**src/rtl/spi_input_conditioner_if.sv**
```systemverilog
// spi_input_conditioner_if: raw SPI pins in, conditioned levels and strobes out.
interface spi_input_conditioner_if;
  logic sclk_raw, cs_raw, mosi_raw;
  logic sclk_cond, sclk_pos, sclk_neg;
  logic cs_cond, cs_fall, cs_rise;
  logic mosi_cond;
  modport master (
    output sclk_raw, cs_raw, mosi_raw,
    input  sclk_cond, sclk_pos, sclk_neg, cs_cond, cs_fall, cs_rise, mosi_cond
  );
  modport slave (
    input  sclk_raw, cs_raw, mosi_raw,
    output sclk_cond, sclk_pos, sclk_neg, cs_cond, cs_fall, cs_rise, mosi_cond
  );
endinterface

```
**src/rtl/spi_input_conditioner.sv**
```systemverilog
// spi_input_conditioner: synchronize, debounce and edge-detect SCLK/CS/MOSI.
module spi_input_conditioner #(
  parameter int WAIT_TIME   = 3,
  parameter int COUNT_WIDTH = 3
) (
  input logic clk,
  input logic rst_n,
  spi_input_conditioner_if.slave bus
);
  // channel index: 0 = sclk, 1 = cs, 2 = mosi; cs idles deselected (high)
  localparam logic [2:0] RST_VAL = 3'b010;
  localparam logic [COUNT_WIDTH-1:0] WAIT_CNT = COUNT_WIDTH'(WAIT_TIME);
  logic [2:0] raw, sync0_q, sync1_q, cond_q, cond_d, commit;
  logic [COUNT_WIDTH-1:0] cnt_q [3];
  logic [COUNT_WIDTH-1:0] cnt_d [3];
  logic [3:0] strb_q, strb_d;
  assign raw = {bus.mosi_raw, bus.cs_raw, bus.sclk_raw};
  always_comb begin
    for (int c = 0; c < 3; c++) begin
      commit[c] = (sync1_q[c] != cond_q[c]) && (cnt_q[c] == WAIT_CNT);
      cond_d[c] = commit[c] ? sync1_q[c] : cond_q[c];
      cnt_d[c]  = (sync1_q[c] == cond_q[c] || commit[c]) ? '0 : cnt_q[c] + COUNT_WIDTH'(1);
    end
    // sclk gating looks at cs_cond before this cycle's cs commit
    strb_d = {commit[0] & sync1_q[0] & ~cond_q[1],
              commit[0] & ~sync1_q[0] & ~cond_q[1],
              commit[1] & ~sync1_q[1],
              commit[1] & sync1_q[1]};
  end
  always_ff @(posedge clk or negedge rst_n) begin
    if (!rst_n) begin
      sync0_q <= RST_VAL;
      sync1_q <= RST_VAL;
      cond_q  <= RST_VAL;
      strb_q  <= '0;
      for (int c = 0; c < 3; c++) cnt_q[c] <= '0;
    end else begin
      sync0_q <= raw;
      sync1_q <= sync0_q;
      cond_q  <= cond_d;
      cnt_q   <= cnt_d;
      strb_q  <= strb_d;
    end
  end
  assign bus.sclk_cond = cond_q[0];
  assign bus.cs_cond   = cond_q[1];
  assign bus.mosi_cond = cond_q[2];
  assign {bus.sclk_pos, bus.sclk_neg, bus.cs_fall, bus.cs_rise} = strb_q;
endmodule

```
**src/flat_wrapper.sv**
```systemverilog
// flat-port wrapper written by rule: the top's interface ports become plain ports
module spi_input_conditioner_flat 
#(
  parameter int WAIT_TIME   = 3,
  parameter int COUNT_WIDTH = 3
)
  (clk, rst_n, bus_sclk_raw, bus_cs_raw, bus_mosi_raw, bus_sclk_cond, bus_sclk_pos, bus_sclk_neg, bus_cs_cond, bus_cs_fall, bus_cs_rise, bus_mosi_cond);
  spi_input_conditioner_if bus_i ();
  input logic clk;
  input logic rst_n;
  input wire logic [$bits(bus_i.sclk_raw)-1:0] bus_sclk_raw;
  input wire logic [$bits(bus_i.cs_raw)-1:0] bus_cs_raw;
  input wire logic [$bits(bus_i.mosi_raw)-1:0] bus_mosi_raw;
  output wire logic [$bits(bus_i.sclk_cond)-1:0] bus_sclk_cond;
  output wire logic [$bits(bus_i.sclk_pos)-1:0] bus_sclk_pos;
  output wire logic [$bits(bus_i.sclk_neg)-1:0] bus_sclk_neg;
  output wire logic [$bits(bus_i.cs_cond)-1:0] bus_cs_cond;
  output wire logic [$bits(bus_i.cs_fall)-1:0] bus_cs_fall;
  output wire logic [$bits(bus_i.cs_rise)-1:0] bus_cs_rise;
  output wire logic [$bits(bus_i.mosi_cond)-1:0] bus_mosi_cond;
  assign bus_i.sclk_raw = bus_sclk_raw;
  assign bus_i.cs_raw = bus_cs_raw;
  assign bus_i.mosi_raw = bus_mosi_raw;
  assign bus_sclk_cond = bus_i.sclk_cond;
  assign bus_sclk_pos = bus_i.sclk_pos;
  assign bus_sclk_neg = bus_i.sclk_neg;
  assign bus_cs_cond = bus_i.cs_cond;
  assign bus_cs_fall = bus_i.cs_fall;
  assign bus_cs_rise = bus_i.cs_rise;
  assign bus_mosi_cond = bus_i.mosi_cond;
  spi_input_conditioner #(.WAIT_TIME(WAIT_TIME), .COUNT_WIDTH(COUNT_WIDTH)) u_core (.clk(clk), .rst_n(rst_n), .bus(bus_i));
endmodule
```
**config.mk**
```make
export PLATFORM = sky130hd
export DESIGN_NAME = spi_input_conditioner_flat
export DESIGN_NICKNAME = d
export VERILOG_FILES = /design/src/rtl/spi_input_conditioner_if.sv /design/src/rtl/spi_input_conditioner.sv /design/src/flat_wrapper.sv
export SDC_FILE = /design/constraint.sdc
export NUM_CORES = 1
export LEC_CHECK = 0
export CAP_MARGIN = 10
export CORE_MARGIN = 5
export CORE_UTILIZATION = 50
export CTS_CLUSTER_SIZE = 16
export DETAILED_ROUTE_END_ITERATION = 16
export GPL_ROUTABILITY_DRIVEN = 0
export PLACE_DENSITY = 0.83
export SYNTH_ARGS = -nofsm -noshare
export SYNTH_HDL_FRONTEND = slang
export SYNTH_SLANG_ARGS = --single-unit
```
**constraint.sdc**
```tcl
create_clock -name clk -period 1.9 [get_ports clk]
set_input_delay 0.38 -clock clk [delete_from_list [all_inputs] [get_ports clk]]
set_output_delay 0.38 -clock clk [all_outputs]
set_load 0.01 [all_outputs]
```
Word level (Yosys, flattened, before mapping)

Index checks and enable logic that the tools add are counted.

Add/subtract/negate cells: 3
Equality and inequality tests: 9
Muxes and demuxes: 3
Bitwise gates (word level): 9
Reduce and logical (&&, ||, !) cells: 6

Operators by type and width:

| operator                                             | count |
|---|---|
| adder 3 x 1 -> 3 bit (second input constant)         | 3 |
| equality test 3 x 2 -> 1 bit (second input constant) | 3 |
| 2-to-1 mux 3 bit                                     | 3 |
| AND 1 bit                                            | 6 |
| equality test 1 bit                                  | 3 |
| logical AND 1 bit                                    | 3 |
| logical OR 1 bit                                     | 3 |
| != test 1 bit                                        | 3 |
| NOT 1 bit                                            | 3 |

Flip-flop bits (word level): 22
Input port bits: 5
Output and inout bits: 7

Depth between registers and ports, before layout

Depth after elaboration: 4
Depth in mapped cells: 4
Mapped depth without buffers: 4

Worst setup path before layout

Ideal clock, no wire load.

Path type: register -> register
Start point: register u_core.cnt_q[6] in the netlist's numbering
End point: register u_core.cond_q[0]
Setup time: 0.125 ns
Data arrival time: 1.039 ns
Data required time: 1.775 ns
Slack: 0.737 ns
Cell stages (with the launch flop): 4
Path buffers: 0
Clock period less this slack: 1.163 ns
Cell sequence: dfrtp_1 -> ha_1 -> ha_1 -> mux2_2

Word-level cells in the longest chain between the ends: 2

Ends and longest elaborated chain:

| item                         | line                        | source |
|---|---|---|
| start, declared              | spi_input_conditioner.sv:14 | `logic [COUNT_WIDTH-1:0] cnt_q [3];` |
| start signal, assigned       | spi_input_conditioner.sv:41 | `cnt_q <= cnt_d;` |
| equality test 3 x 2 -> 1 bit | spi_input_conditioner.sv:20 | `commit[c] = (sync1_q[c] != cond_q[c]) && (cnt_q[c] == WAIT_CNT);` |
| logical AND 1 bit            | spi_input_conditioner.sv:20 |  |
| end signal, assigned         | spi_input_conditioner.sv:40 | `cond_q <= cond_d;` |
| end, declared                | spi_input_conditioner.sv:13 | `logic [2:0] raw, sync0_q, sync1_q, cond_q, cond_d, commit;` |

Every way passes these cells.
A chain may end at the register's enable or synchronous reset.

Worst setup path after layout

Start point: register u_core.cond_q[1]
End point: output port bus_cs_cond

RTL lines:

| item          | line               | source |
|---|---|---|
| end, declared | flat_wrapper.sv:17 | `output wire logic [$bits(bus_i.cs_cond)-1:0] bus_cs_cond;` |

No word-level cell between the ends.

==> impl_metrics.env <==
export IMPL_diodes=0
export IMPL_start_kind="flop"
export IMPL_min_period_over_period_pct=95.3
export IMPL_whs_endpoint="u_core.sync1_q[0]"
export IMPL_drive_gt1_share_pct=19.1
export IMPL_endpoint_kind="output port"
export IMPL_r2r_slack_ns=0.66
export IMPL_yosys_area_top_type="dfrtp_1"
export IMPL_row_count=14
export IMPL_syn_cell_area_sq_um=796
export IMPL_synth_cell_types=13
export IMPL_overflow=0
export IMPL_synthFlopType="dfrtp_1"
export IMPL_tightest_slew_ns=0.450
export IMPL_post_cts_resized=0
export IMPL_maxCapViolations=0
export IMPL_grt_pass1_wl_mm=1.90
export IMPL_hp_start="u_core.sync0_q[0]"
export IMPL_synth_top_area_share_pct=59.7
export IMPL_clk_pin_slew_ns=0.11
export IMPL_die_h_microns=49.9
export IMPL_antenna_left=0
export IMPL_dpl_cell_count=80
export IMPL_syn_num_nets=63
export IMPL_grt_total_usage_pct=9.81
export IMPL_max_freq_mhz=552
export IMPL_drv_slew=0
export IMPL_via_per_inst=4.90
export IMPL_min_period_ns=1.81
export IMPL_wirelength_microns=962
export IMPL_die_area_sq_um=2490
export IMPL_critical_path_top_delay_family="flip-flops"
export IMPL_reg2regPathDepth=3
export IMPL_drt_pass1_iter_count=2
export IMPL_fin_setup_tns_ns=0
export IMPL_ys_seq_elements=22
export IMPL_cts_setup_buffers=0
export IMPL_worst_hold_path_type="reg -> reg"
export IMPL_power_leakage_nw=0.437
export IMPL_critPathRequiredTime_ns=1.52
export IMPL_finalSetupViolCount=0
export IMPL_cts_buffers=3
export IMPL_synthTopCellsByCount="dfrtp_1, ha_1, nor3_1, inv_1"
export IMPL_fin_skew_ns=0.00650
export IMPL_synth_area_top_cells="dfrtp_1, dfstp_2, ha_1"
export IMPL_ctsRootBufferMaster="clkbuf_4"
export IMPL_cts_path_max_buffers=2
export IMPL_r2r_start="u_core.cnt_q[6]"
export IMPL_path_class="reg -> out"
export IMPL_finalHoldViolCount=0
export IMPL_drcViolationCount=0
export IMPL_rsz0062_at_grt="false"
export IMPL_p_per_area_nw_per_um2=1260
export IMPL_coreArea_sq_um=1510
export IMPL_cp_buffers_inverters=1
export IMPL_die_w_microns=49.9
export IMPL_hold_depth=0
export IMPL_ctsHoldBuffers=0
export IMPL_async_reset_ff_share_pct=100
export IMPL_syn_avg_cell_area_sq_um=15.3
export IMPL_cpPeakStageDelay_ns=0.59
export IMPL_grt_max_degree=13
export IMPL_cts_max_level=1
export IMPL_slew_headroom_pct=69.9
export IMPL_dpl_hpwl_microns=801
export IMPL_wl_per_cell_microns=11.5
export IMPL_netlist_instances=52
export IMPL_cts_tree="built"
export IMPL_synthMostInstantiatedCell="dfrtp_1"
export IMPL_dr_first_iter_drc_count=2
export IMPL_finalNonFillerCells=84
export IMPL_vias=412
export IMPL_crit_chain="clkdlybuf4s50_1"
export IMPL_yosys_warnings=0
export IMPL_io_pins=12
export IMPL_nNetsFinal=80
export IMPL_slowest_stage="dfstp_2"
export IMPL_cts_sinks=22
export IMPL_area_delta_synth_final_pct=21.9
export IMPL_worst_path_max_fanout=6
export IMPL_port_buffers=11
export IMPL_crit_arrival_ns=1.43
export IMPL_synth_seq_area_share_pct=69.7
export IMPL_status="finished clean"
export IMPL_grt_pass1_vias=441
export IMPL_clk_latency_ns=0.29
export IMPL_start_util_pct=52.8
export IMPL_peakVddDrop_mv=0.692
export IMPL_worstReg2RegEnd="u_core.cond_q[0]"
export IMPL_nFillCells=110
export IMPL_synth_edf_count=0
export IMPL_antenna_found_initial=0
==> routing by layer <==
metal / track usage, % / routed length (microns) / up-vias
li1: - / - / 209
met1: 13.4 / 453 / 193
met2: 14.0 / 458 / 8
met3: 1.81 / 41 / 2
met4: 6.55 / 9 / 0
met5: 0 / 0 / -
==> worst max-delay path by stage <==
stage,startpoint,endpoint,slack [ns],cells after the start
after floorplan,u_core.cnt_q[6],u_core.cond_q[0],0.74,3
after global placement,u_core.cond_q[1],bus_cs_cond,0.43,1
after detailed placement,u_core.cond_q[1],bus_cs_cond,0.41,1
after CTS,u_core.cond_q[1],bus_cs_cond,0.06,1
after global routing,u_core.cond_q[1],bus_cs_cond,0.02,1
final,u_core.cond_q[1],bus_cs_cond,0.09,1
==> placed cells by master (no fill, tap or decap) <==
cell type,instances
clkbuf_4,3
nor2_1,1
buf_4,1
clkbuf_8,1
xnor2_1,3
clkdlybuf4s50_1,11
nor3b_1,3
nand2_1,1
dfrtp_1,19
inv_1,4
nor3_1,6
mux2_2,2
o21ai_0,1
ha_1,6
and4bb_2,2
dfstp_2,3
nor3b_2,1
==> where the power goes <==
group          leakage, nW  internal (W)  switching [W]
clock network       0.0210      0.000117       0.000120
registers            0.276      0.000586      0.0000685
logic                0.140      0.000192       0.000141
==> final cells by class <==
class / count / area [sq um] / area share [%]
Multi-Input combinational cell: 26 / 226 / 23.4
Tap cell: 16 / 20.0 / 2.06
Sequential cell: 22 / 554 / 57.2
Timing Repair Buffer: 12 / 118 / 12.1
Clock buffer: 4 / 36.3 / 3.74
Inverter: 4 / 15.0 / 1.55
==> cell families (layout without fill, tap and decap cells) <==
family	Yosys count	in the layout	share of synthesized area, %
DFF	22	22	69.7
and+or+nand+nor	14	14	12.3
adders and majority gates	6	6	9.43
buffers and inverters	4	20	1.89
xor gates and xnor gates	3	3	3.30
muxes	2	2	2.83
AOI/OAI and AO/OA	1	1	0.628
==> worst register-to-register path: stages, from the launching register on <==
cell and delay (ns):
dfrtp_1 0.40, ha_1 0.20, ha_1 0.25, mux2_2 0.29
==> registers in the layout (all words and copies together), names as in the netlist <==
signal / cells
u_core.cnt_q: 9
u_core.cond_q: 3
u_core.strb_q: 4
u_core.sync0_q: 3
u_core.sync1_q: 3
==> per-stage QoR <==
step	hold WS (ns)	power, W	instance area, sq um	setup WS (ns)	utilization [%]
floorplan	0.0844	0.000869	796	0.737	-
global placement	0.332	0.000988	933	0.425	62.0
detailed placement	0.335	0.00101	933	0.415	62.0
CTS	0.361	0.00125	970	0.0649	64.4
global route	0.368	0.00133	970	0.0170	64.4
finish	0.357	0.00122	970	0.0892	64.4
(Power assumes the default switching activity.)
